<file path="config.mk">
export PLATFORM = sky130hd
export DESIGN_NAME = uart_tx_fifo
export DESIGN_NICKNAME = d
export VERILOG_FILES = /design/src/rtl/uart_tx_fifo.sv
export SDC_FILE = /design/constraint.sdc
export NUM_CORES = 1
export LEC_CHECK = 0
export CORE_MARGIN = 3
export CORE_UTILIZATION = 62
export CTS_CLUSTER_DIAMETER = 30
export CTS_CLUSTER_SIZE = 28
export DETAILED_ROUTE_END_ITERATION = 8
export DONT_BUFFER_PORTS = 1
export GPL_TIMING_DRIVEN = 0
export PLACE_DENSITY = 0.86
export REMOVE_ABC_BUFFERS = 1
export SETUP_SLACK_MARGIN = 0.02
export SLEW_MARGIN = 20
export SYNTH_ARGS = -nofsm -noshare
export SYNTH_HDL_FRONTEND = slang
export SYNTH_SLANG_ARGS = --single-unit
</file>
<file path="constraint.sdc">
create_clock -name clk -period 2.92 [get_ports clk]
set_input_delay 0.584 -clock clk [delete_from_list [all_inputs] [get_ports clk]]
set_output_delay 0.584 -clock clk [all_outputs]
set_load 0.02 [all_outputs]
</file>
<file path="src/rtl/uart_tx_fifo.sv">
// Buffered UART transmitter: write FIFO feeding an 8N1-style serializer.
// Optional parity stage enabled by defining UART_TX_FIFO_PARITY_EN.
module uart_tx_fifo #(
  parameter int CLK_FREQ   = 12000000,
  parameter int BAUD       = 9600,
  parameter int DATA_BITS  = 8,
  parameter int STOP_BITS  = 1,
  parameter int FIFO_DEPTH = 16
`ifdef UART_TX_FIFO_PARITY_EN
  ,
  parameter bit PARITY_ODD = 1'b0
`endif
) (
  input  logic                          clk,
  input  logic                          rst,
  input  logic [DATA_BITS-1:0]          data,
  input  logic                          wr_en,
  output logic                          full,
  output logic [$clog2(FIFO_DEPTH):0]   count,
  output logic                          overflow,
  input  logic                          clr_overflow,
  output logic                          uart_tx,
  output logic                          busy
);

  localparam int DIV = CLK_FREQ / BAUD;
  localparam int AW  = $clog2(FIFO_DEPTH);
  localparam int CW  = $clog2(STOP_BITS * DIV + 1);
  localparam int IW  = $clog2(DATA_BITS);

  localparam logic [CW-1:0] BIT_LAST  = CW'(DIV - 1);
  localparam logic [CW-1:0] STOP_LAST = CW'(STOP_BITS * DIV - 1);
  localparam logic [CW-1:0] BAUD_ONE  = CW'(1);
  localparam logic [IW-1:0] IDX_LAST  = IW'(DATA_BITS - 1);
  localparam logic [IW-1:0] IDX_ONE   = IW'(1);
  localparam logic [AW:0]   DEPTH_C   = (AW + 1)'(FIFO_DEPTH);
  localparam logic [AW:0]   CNT_ONE   = (AW + 1)'(1);
  localparam logic [AW-1:0] PTR_ONE   = AW'(1);

  typedef enum logic [2:0] {
    S_IDLE,
    S_START,
    S_DATA,
`ifdef UART_TX_FIFO_PARITY_EN
    S_PARITY,
`endif
    S_STOP
  } state_t;

  logic [DATA_BITS-1:0] mem_q [FIFO_DEPTH];
  logic [AW-1:0]        wr_ptr_q, rd_ptr_q;
  logic [AW:0]          count_q, count_d;
  logic                 full_q, full_d;
  logic                 ovf_q, ovf_d;
  logic                 push, pop;

  state_t               state_q;
  logic [CW-1:0]        baud_q;
  logic [IW-1:0]        idx_q, idx_d;
  logic [DATA_BITS-1:0] shift_q;
  logic                 tx_q, busy_q;

  assign push = wr_en && !full_q;
  assign pop  = (state_q == S_IDLE) && (count_q != '0);

  assign full     = full_q;
  assign count    = count_q;
  assign overflow = ovf_q;
  assign uart_tx  = tx_q;
  assign busy     = busy_q;

  // Asynchronous read so the head can be loaded on the same edge it is popped.
  always_ff @(posedge clk) begin
    if (push) begin
      mem_q[wr_ptr_q] <= data;
    end
  end

  always_comb begin
    count_d = count_q;
    if (push && !pop) begin
      count_d = count_q + CNT_ONE;
    end else if (pop && !push) begin
      count_d = count_q - CNT_ONE;
    end
    full_d = (count_d == DEPTH_C);
    ovf_d  = ovf_q;
    if (clr_overflow) begin
      ovf_d = 1'b0;
    end
    if (wr_en && full_q) begin
      ovf_d = 1'b1;
    end
  end

  always_ff @(posedge clk or posedge rst) begin
    if (rst) begin
      wr_ptr_q <= '0;
      rd_ptr_q <= '0;
      count_q  <= '0;
      full_q   <= 1'b0;
      ovf_q    <= 1'b0;
    end else begin
      if (push) begin
        wr_ptr_q <= wr_ptr_q + PTR_ONE;
      end
      if (pop) begin
        rd_ptr_q <= rd_ptr_q + PTR_ONE;
      end
      count_q <= count_d;
      full_q  <= full_d;
      ovf_q   <= ovf_d;
    end
  end

  assign idx_d = idx_q + IDX_ONE;

  always_ff @(posedge clk or posedge rst) begin
    if (rst) begin
      state_q <= S_IDLE;
      baud_q  <= '0;
      idx_q   <= '0;
      shift_q <= '0;
      tx_q    <= 1'b1;
      busy_q  <= 1'b0;
    end else begin
      case (state_q)
        S_IDLE: begin
          tx_q   <= 1'b1;
          busy_q <= 1'b0;
          if (count_q != '0) begin
            shift_q <= mem_q[rd_ptr_q];
            baud_q  <= '0;
            tx_q    <= 1'b0;
            busy_q  <= 1'b1;
            state_q <= S_START;
          end
        end
        S_START: begin
          if (baud_q == BIT_LAST) begin
            baud_q  <= '0;
            idx_q   <= '0;
            tx_q    <= shift_q[0];
            state_q <= S_DATA;
          end else begin
            baud_q <= baud_q + BAUD_ONE;
          end
        end
        S_DATA: begin
          if (baud_q == BIT_LAST) begin
            baud_q <= '0;
            if (idx_q == IDX_LAST) begin
`ifdef UART_TX_FIFO_PARITY_EN
              tx_q    <= (^shift_q) ^ PARITY_ODD;
              state_q <= S_PARITY;
`else
              tx_q    <= 1'b1;
              state_q <= S_STOP;
`endif
            end else begin
              idx_q <= idx_d;
              tx_q  <= shift_q[idx_d];
            end
          end else begin
            baud_q <= baud_q + BAUD_ONE;
          end
        end
`ifdef UART_TX_FIFO_PARITY_EN
        S_PARITY: begin
          if (baud_q == BIT_LAST) begin
            baud_q  <= '0;
            tx_q    <= 1'b1;
            state_q <= S_STOP;
          end else begin
            baud_q <= baud_q + BAUD_ONE;
          end
        end
`endif
        S_STOP: begin
          if (baud_q == STOP_LAST) begin
            baud_q  <= '0;
            tx_q    <= 1'b1;
            busy_q  <= 1'b0;
            state_q <= S_IDLE;
          end else begin
            baud_q <= baud_q + BAUD_ONE;
          end
        end
        default: begin
          tx_q    <= 1'b1;
          busy_q  <= 1'b0;
          state_q <= S_IDLE;
        end
      endcase
    end
  end

endmodule
</file>
# ---- Word-level counts from Yosys, hierarchy flattened
# Memories as Yosys holds them, arrays and structs flattened. A register that Yosys moved wholly into a read port is not among the register bits.
# Cells that the tools add are included.
dict set report totals {
  inputBits 12
  mem_bits_rw 128
  wordCells 81
  register_bits 34
  output_inout_bits 9
  mem_count 1
}
# name depth word_bits rd rd_ports_with_merged_regs write_ports line_no
set memory_table {}
lappend memory_table {mem_q 16 8 1 1 1 50} ;# logic [DATA_BITS-1:0] mem_q [FIFO_DEPTH];
dict set report classes {
  n_lt_le_gt_ge 1
  n_reduce_logical 21
  n_mux 29
  eq_ne 12
  bitwise 1
  n_addsub 6
}
# op n
set ops {}
lappend ops {{11-bit 2-to-1 mux} 2}
lappend ops {{11-bit one-hot mux with 2 select lines} 1}
lappend ops {{3-bit 2-to-1 mux} 7}
lappend ops {{1-bit 2-to-1 mux} 12}
lappend ops {{3-bit one-hot mux with 4 select lines} 1}
lappend ops {{11-bit by 1-bit adder with 11-bit output, second input constant} 1}
lappend ops {{11-bit == test, second input constant} 1}
lappend ops {{5-bit 2-to-1 mux} 2}
lappend ops {{2-bit inequality test, second input constant} 5}
lappend ops {{4-bit by 1-bit adder with 4-bit output, second input constant} 2}
lappend ops {{3-bit by 2-bit == test with 1-bit output, second input constant} 2}
lappend ops {{3-bit one-hot mux with 2 select lines} 1}
lappend ops {{2-bit AND reduction} 3}
lappend ops {{2-bit nonzero test} 3}
lappend ops {{5-bit by 1-bit adder with 5-bit output, second input constant} 1}
lappend ops {{5-bit == test, second input constant} 1}
lappend ops {{1-bit logical AND} 5}
lappend ops {{5-bit AND reduction} 1}
lappend ops {{5-bit nonzero test} 1}
lappend ops {{5-bit by 1-bit subtractor with 5-bit output, second input constant} 1}
lappend ops {{3-bit by 4-bit < comparator with 1-bit output, second input constant} 1}
lappend ops {{1-bit one-hot mux with 4 select lines} 1}
lappend ops {{4-bit AND reduction} 1}
lappend ops {{3-bit by 1-bit adder with 3-bit output, second input constant} 1}
lappend ops {{11 further kinds} 13}

# ---- Logic depth before layout (Yosys ltp)
# Gate-level depths: netlist of the first run.
dict set report logic_depth {
  ltp_word 7
  depth_mapped 9
  mapped_depth_nobuf 7
}

# ---- Least setup slack after synthesis of the first run
# Ideal clock, no wire load.
dict set report synth_path {
  kind {reg-to-reg}
  start {reg count_q[1] (netlist: count[1])}
  end {reg full_q (netlist: full)}
  setup_time_ps 96
  stages_incl_launch_ff 9
  path_buffers 1
  synth_period_minus_slack_ps 2115
  arrival_time_ps 2019
  setup_slack_ps 805
  path_cell_list {dfrtp_1 inv_1 ha_1 or4b_4 and2_4 buf_6 o21ai_0 xor2_1 nor4_2}
}
dict set report synth_between {
  elab_chain_cells 6
  elab_cells_between_ends 10
  cone_classes {add/sub: 2; eq/ne: 1; mux: 2; reduce/logical: 5}
}
# item line_no
set synth_rtl {}
lappend synth_rtl {{from (decl)} 52} ;# logic [AW:0] count_q, count_d;
lappend synth_rtl {{from (signal assigned)} 110} ;# count_q <= count_d;
lappend synth_rtl {{branches (longest 4 deep; another with 5-bit by 1-bit subtractor with 5-bit output)} -}
lappend synth_rtl {{5-bit 2-to-1 mux (*)} 81} ;# if (push && !pop) begin
lappend synth_rtl {{net count_d[2]} 52}
lappend synth_rtl {{5-bit == test (*)} 86} ;# full_d = (count_d == DEPTH_C);
lappend synth_rtl {{net full_d} 53} ;# logic full_q, full_d;
lappend synth_rtl {{to (signal assigned)} 111} ;# full_q <= full_d;
lappend synth_rtl {{to (decl)} 53}
# Mark *: on every way through the listed nets, which the timed path passes.
# A chain may end at the register's enable or synchronous reset.

# ---- Worst setup path in the final report of the first run
dict set report layout_path {
  start {reg count_q[1] (netlist: count[1])}
  end {reg baud_q[7]}
}
dict set report layout_between {
  elab_chain_cells 3
}
# item line_no
set layout_rtl {}
lappend layout_rtl {{5-bit nonzero test} 131} ;# if (count_q != '0) begin
lappend layout_rtl {{2-bit by 1-bit inequality test with 1-bit output (no source line)} -}
lappend layout_rtl {{2-bit AND reduction (no source line)} -}
lappend layout_rtl {{to (signal assigned)} 146} ;# baud_q <= baud_q + BAUD_ONE;
lappend layout_rtl {{to (signal assigned)} 165} ;# baud_q <= baud_q + BAUD_ONE;
lappend layout_rtl {{to (signal assigned)} 186} ;# baud_q <= baud_q + BAUD_ONE;
lappend layout_rtl {{to (decl)} 58} ;# logic [CW-1:0] baud_q;
# No other way between the ends.

==> flow_metrics.tcl, run 1 <==
set metrics [dict create \
    status "completed" \
    crit_fanout 9 \
    ys_types 47 \
    antenna_found_initial 0 \
    wl_per_cell_um 24.9 \
    gp_congestion 0.802 \
    maxSlewViolCount 0 \
    criticalPathCategory "reg2reg" \
    yosysWarnings 0 \
    io_pins 21 \
    numCtsBuffers 17 \
    nets 450 \
    clk_latency_ps 440 \
    path_buf_inv 1 \
    required_ps 3240 \
    synth-xor-area-share 0.0221 \
    avgSynthCellArea_um2 17.0 \
    hold_path.class "in2reg" \
    r2r_slack_ps 470 \
    rows 38 \
    die-area_um2 12800 \
    synth-seq-area-share 0.683 \
    cts.sinks 169 \
    postRouteWirelength_um 14300 \
    start_kind "flip-flop" \
    total_power_w 0.00585 \
    critical_path.endpoint_type "flip-flop" \
    gr-usage-all-layers 0.247 \
    ys_seq_elements 169 \
    vias_per_cell 6.54 \
    cap_violations 0 \
    ctsResizeCount 0 \
    yosys.area_share.simple 0.0723 \
    grt_pass1_wl_um 23000 \
    setup_viol 0 \
    crit_chain "inv_1 -> ha_1 -> nand3b_1 -> o32a_1 -> a21boi_1 -> o22ai_1 -> a22o_1" \
    start_util 0.646 \
    ctsHoldBuffers 1 \
    place_area_um2 7270 \
    area_delta_synth_final_pct 10.8 \
    cts_tree "done" \
    timing.final.crit_share 0.840 \
    die_h_um 113 \
    fmax_ghz 0.408 \
    firstDrtPassIters 5 \
    crit_family "compound AO/OA/AOI/OAI gates" \
    grt_max_degree 36 \
    cpMaxStageDelayCell "a21boi_1" \
    grt_pass1_vias 3973 \
    clock_tree.root_cell "clkbuf_16" \
    rsz0062_at_grt "no" \
    async_flop_share 0.243 \
    slew_headroom 0.394 \
    synth_fa_ha_area_frac 0.0295 \
    synth_compound_area_frac 0.0448 \
    fp.dieW_um 113 \
    p_per_area_nw_per_um2 741 \
    core_um2 11000 \
    drive_gt1_frac 0.184 \
    holdWs_ps 238 \
    hold_violations 0 \
    synth_edf_count 128 \
    synth_top_family_by_area "multiplexers" \
    dp_hpwl_um 8450 \
    h-tree-depth 4 \
    postCtsSetupBuffers 0 \
    critPathMaxStageDelay_ps 610 \
    overflow 0 \
    finalInstanceArea_um2 7900 \
    cts_max_path_buffers 2 \
    drtIter0Drc 400 \
    peakVddDrop_uv 617 \
    p_leak_nw 2.77 \
    insertedDiodeCount 0 \
    cp.arrival_ps 2770 \
    routed-via-count 3758 \
    fin_skew_ps 9.10 \
    syn_inst 418 \
    io_buffers 0 \
    synth_area_um2 7130 \
    synth_mux_area_frac 0.129 \
    route.detailed.drc 0 \
    worst_pin_slew_ps 907 \
    cts.clk_slew.worst_paths_ps 70 \
    drtAntennaViolNets 0 \
    synth_flop_cell "edfxtp_1" \
    period_needed_ps 2450 \
]
[flip-flops by register name, indices dropped and copies added, names as in the netlist]
register / cells
baud_q: 11
busy: 1
count: 5
full: 1
idx_q: 3
mem_q: 128
overflow: 1
rd_ptr_q: 4
shift_q: 8
state_q: 2
uart_tx: 1
wr_ptr_q: 4
[final timing paths]
| kind | startpoint | end | cells past startpoint |
|---|---|---|---|
| min in group asynchronous | rst | count[1] | 2 |
| worst min-delay path | data[1] | mem_q[8][1] | 0 |
| worst min register to register | rd_ptr_q[3] | rd_ptr_q[3] | 1 |
| worst max register to register | count[1] | baud_q[7] | 7 |
| worst max-delay path | count[1] | baud_q[7] | 7 |
| max in group asynchronous | rst | uart_tx | 3 |
[cells by family after synthesis]
logic type	after synthesis
flops	169
simple gates	92
mux	49
compound gates	43
fa+ha+maj	17
xor+xnor	18
buf+inv	30
[metal layers]
metal / wire length, um / global-route usage / share of wire
met5: 0 / 0 / 0
met4: 417 / 0.113 / 0.029
met3: 804 / 0.0620 / 0.056
met2: 7400 / 0.401 / 0.52
met1: 5690 / 0.319 / 0.40
[cells in the mapped netlist (2+ instances only)]
cell type | n | area share
mux2_2 | 4 | 0.0063
dfrtp_1 | 40 | 0.14
nand3b_1 | 3 | 0.0032
a21oi_1 | 4 | 0.0028
xor2_1 | 5 | 0.0061
edfxtp_1 | 128 | 0.54
o21ai_0 | 7 | 0.0049
nand4_1 | 7 | 0.0061
nand2b_1 | 3 | 0.0026
nand2_1 | 14 | 0.0074
mux2i_1 | 11 | 0.015
nor4_1 | 3 | 0.0026
nor2b_1 | 3 | 0.0026
xnor2_1 | 13 | 0.016
a221oi_1 | 8 | 0.0098
buf_6 | 2 | 0.0032
o22ai_1 | 11 | 0.0097
or3_1 | 2 | 0.0018
buf_2 | 4 | 0.0028
ha_1 | 16 | 0.028
nor3_1 | 8 | 0.0056
and2_1 | 16 | 0.014
clkbuf_1 | 11 | 0.0058
a22o_1 | 7 | 0.0086
nor3b_1 | 2 | 0.0021
nand3_1 | 3 | 0.0021
nor2_1 | 19 | 0.010
inv_1 | 12 | 0.0063
mux4_2 | 34 | 0.11
[worst register-to-register path, cell delays in order (launching register included)]
cell and delay, ps:
dfrtp_1 540, inv_1 130, ha_1 220, nand3b_1 170, o32a_1 260, a21boi_1 610
o22ai_1 180, a22o_1 220
[placed cells by master, fill, tap and decap left out, types with 4 or more instances in the layout]
cell type and count:
a22o_1 7, a21oi_1 4, nand4_1 7, o21ai_0 7
dfrtp_1 38, a221oi_1 8, edfxtp_1 128, nand2_1 14
xor2_1 5, clkbuf_16 17, nor2_1 19, mux4_2 34
inv_1 11, o22ai_1 11, mux2i_1 11, nor3_1 7
ha_1 16, and2_1 16, mux2_2 4, xnor2_1 13
[through the flow]
step / utilization / setup TNS [ps] / instances / setup slack (ps)
3_3_place_gp: 0.654 / -985 / 540 / -161
4_1_cts: 0.715 / 0 / 575 / 300
2_1_floorplan: - / 0 / 400 / 460
6_report: 0.716 / 0 / 575 / 468
3_5_place_dp: 0.659 / 0 / 542 / 333
5_1_grt: 0.716 / 0 / 575 / 205
[power breakdown]
group | internal [W] | total, W | switching [W]
clock network | 0.00136 | 0.00233 | 0.000967
registers | 0.00283 | 0.00301 | 0.000180
logic | 0.000198 | 0.000512 | 0.000314
[area by class of cell]
cell class                 instances  area, um^2
clock buffer                      17         425
clock inverter                    15         188
fill                             649        3140
inverter                          12        45.0
multi-input combinational        219        2130
sequential                       169        4880
tap                              140         175
timing repair buffer               3        57.6
No activity file was read; power rests on OpenSTA's default activity.
==> run 2: changes to the inputs <==
Clock period 2.92 ns to 2.4 ns, I/O delays scaled along.
==> run 2 against run 1 <==
Compared with the run above: non-clock buffer count unchanged; final area rose by 0.29%; combinational power rose by 23%; maximum frequency up 7.7%; first-iteration DRC count increased by 16%; worst hold slack lost 100 ps; count of clock-buffer cells in the layout stayed put; clock skew about the same; largest power group unchanged; highest routed layer unchanged.
==> flow_metrics.tcl, run 2 (synthesized netlist as in run 1, its figures left out) <==
set metrics [dict create \
    fin_skew_ps 8.63 \
    fmax_ghz 0.439 \
    maxSlewViolCount 0 \
    cp.arrival_ps 2360 \
    critical_path.endpoint_type "flip-flop" \
    io_buffers 0 \
    grt_pass1_wl_um 22800 \
    overflow 0 \
    cts_max_path_buffers 2 \
    slew_headroom 0.553 \
    drive_gt1_frac 0.193 \
    area_delta_synth_final_pct 11.1 \
    critPathMaxStageDelay_ps 600 \
    grt_pass1_vias 3972 \
    dp_hpwl_um 8450 \
    multi_input_area_um2 2150 \
    start_util 0.646 \
    vias_per_cell 6.58 \
    fp.dieW_um 113 \
    postRouteWirelength_um 14400 \
    cts_tree "done" \
    layout_common_cells "128 x edfxtp_1, 36 x dfrtp_1, 34 x mux4_2, 19 x nor2_1, 17 x clkbuf_16" \
    cpMaxStageDelayCell "nor3b_1" \
    clock_tree.root_cell "clkbuf_16" \
    path_buf_inv 0 \
    start_kind "flip-flop" \
    rows 38 \
    fill_cells 642 \
    insertedDiodeCount 0 \
    setup_ws_ps 123 \
    antenna_found_initial 0 \
    ff_latch_area_um2 4880 \
    grt_max_degree 36 \
    total_power_w 0.00714 \
    io_pins 21 \
    cap_violations 0 \
    nets 450 \
    pre_cts_slack_ps -187 \
    hold_violations 0 \
    top_regs "mem_q x128, baud_q x11, shift_q x8" \
    clk_latency_ps 440 \
    die-area_um2 12800 \
    cts.sinks 169 \
    routed-via-count 3784 \
    numCtsBuffers 17 \
    cts.clk_slew.worst_paths_ps 70 \
    firstDrtPassIters 6 \
    die_h_um 113 \
    hold_path.class "in2reg" \
    core_um2 11000 \
    p_leak_nw 2.77 \
    status "completed" \
    worst_pin_slew_ps 670 \
    wl_per_cell_um 25.0 \
    gr-usage-all-layers 0.247 \
    h-tree-depth 4 \
    largest-register "mem_q" \
    criticalPathCategory "reg2reg" \
    drtAntennaViolNets 0 \
    period_needed_ps 2280 \
    crit_family "simple AND/OR/NAND/NOR gates" \
    crit_chain "nand2b_1 -> nor3b_1 -> and2_1" \
    layout_commonest_cell "edfxtp_1" \
    route.detailed.drc 0 \
    drtIter0Drc 464 \
    setup_viol 0 \
    crit_fanout 8 \
    largest_reg_flops 128 \
    rsz0062_at_grt "no" \
    gp_congestion 0.802 \
    required_ps 2480 \
    p_per_area_nw_per_um2 902 \
    peakVddDrop_uv 745 \
    timing.final.crit_share 0.949 \
]
-- run 2: cell counts in the layout (fill, tap and decap cells not counted) --
Identical to the previous run, type by type.
-- run 2: per-layer routing --
layer	global-route usage	part of all wire
met5	0	0
met4	0.117	0.033
met3	0.0642	0.063
met2	0.402	0.51
met1	0.313	0.39
-- run 2: through the flow --
step	area, um^2	hold WS, ps	util	setup TNS [ps]	instances
final	7920	135	0.718	0	575
after global routing	7920	123	0.718	0	575
after detailed placement	7270	305	0.659	-706	542
after global placement	7210	508	0.654	-5710	540
after floorplan	7040	489	-	-371	400
after CTS	7900	125	0.716	0	575
-- run 2: final cells by class --
class / count / area share
Clock inverter: 15 / 0.0237
Tap cell: 140 / 0.0221
Inverter: 12 / 0.00569
Clock buffer: 17 / 0.0537
Multi-Input combinational cell: 219 / 0.271
Sequential cell: 169 / 0.616
Timing Repair Buffer: 3 / 0.00727
-- run 2: path summary, 6_finish.rpt --
path / startpoint / end / slack, ps / cells past startpoint
max in group asynchronous: rst / uart_tx / 1450 / 3
worst max-delay path: full / mem_q[8][7] / 120 / 3
worst min register to register: rd_ptr_q[3] / rd_ptr_q[3] / 540 / 1
worst max register to register: full / mem_q[8][7] / 120 / 3
min in group asynchronous: rst / count[1] / 450 / 2
worst min-delay path: data[1] / mem_q[8][1] / 130 / 0
-- run 2: repair_timing --
action | 4_1_cts | 5_1_grt
resized for setup | 3 | 5
buffers inserted | 0 | 0
pin swaps | 0 | 0
hold buffers | 1 | 0
endpoints found under the setup margin | 18 | 4
endpoints found under the hold margin | 9 | 0
-- run 2: power breakdown --
group | internal, W | total [W] | switching [W]
logic | 0.000242 | 0.000629 | 0.000387
registers | 0.00345 | 0.00367 | 0.000224
clock network | 0.00166 | 0.00284 | 0.00118
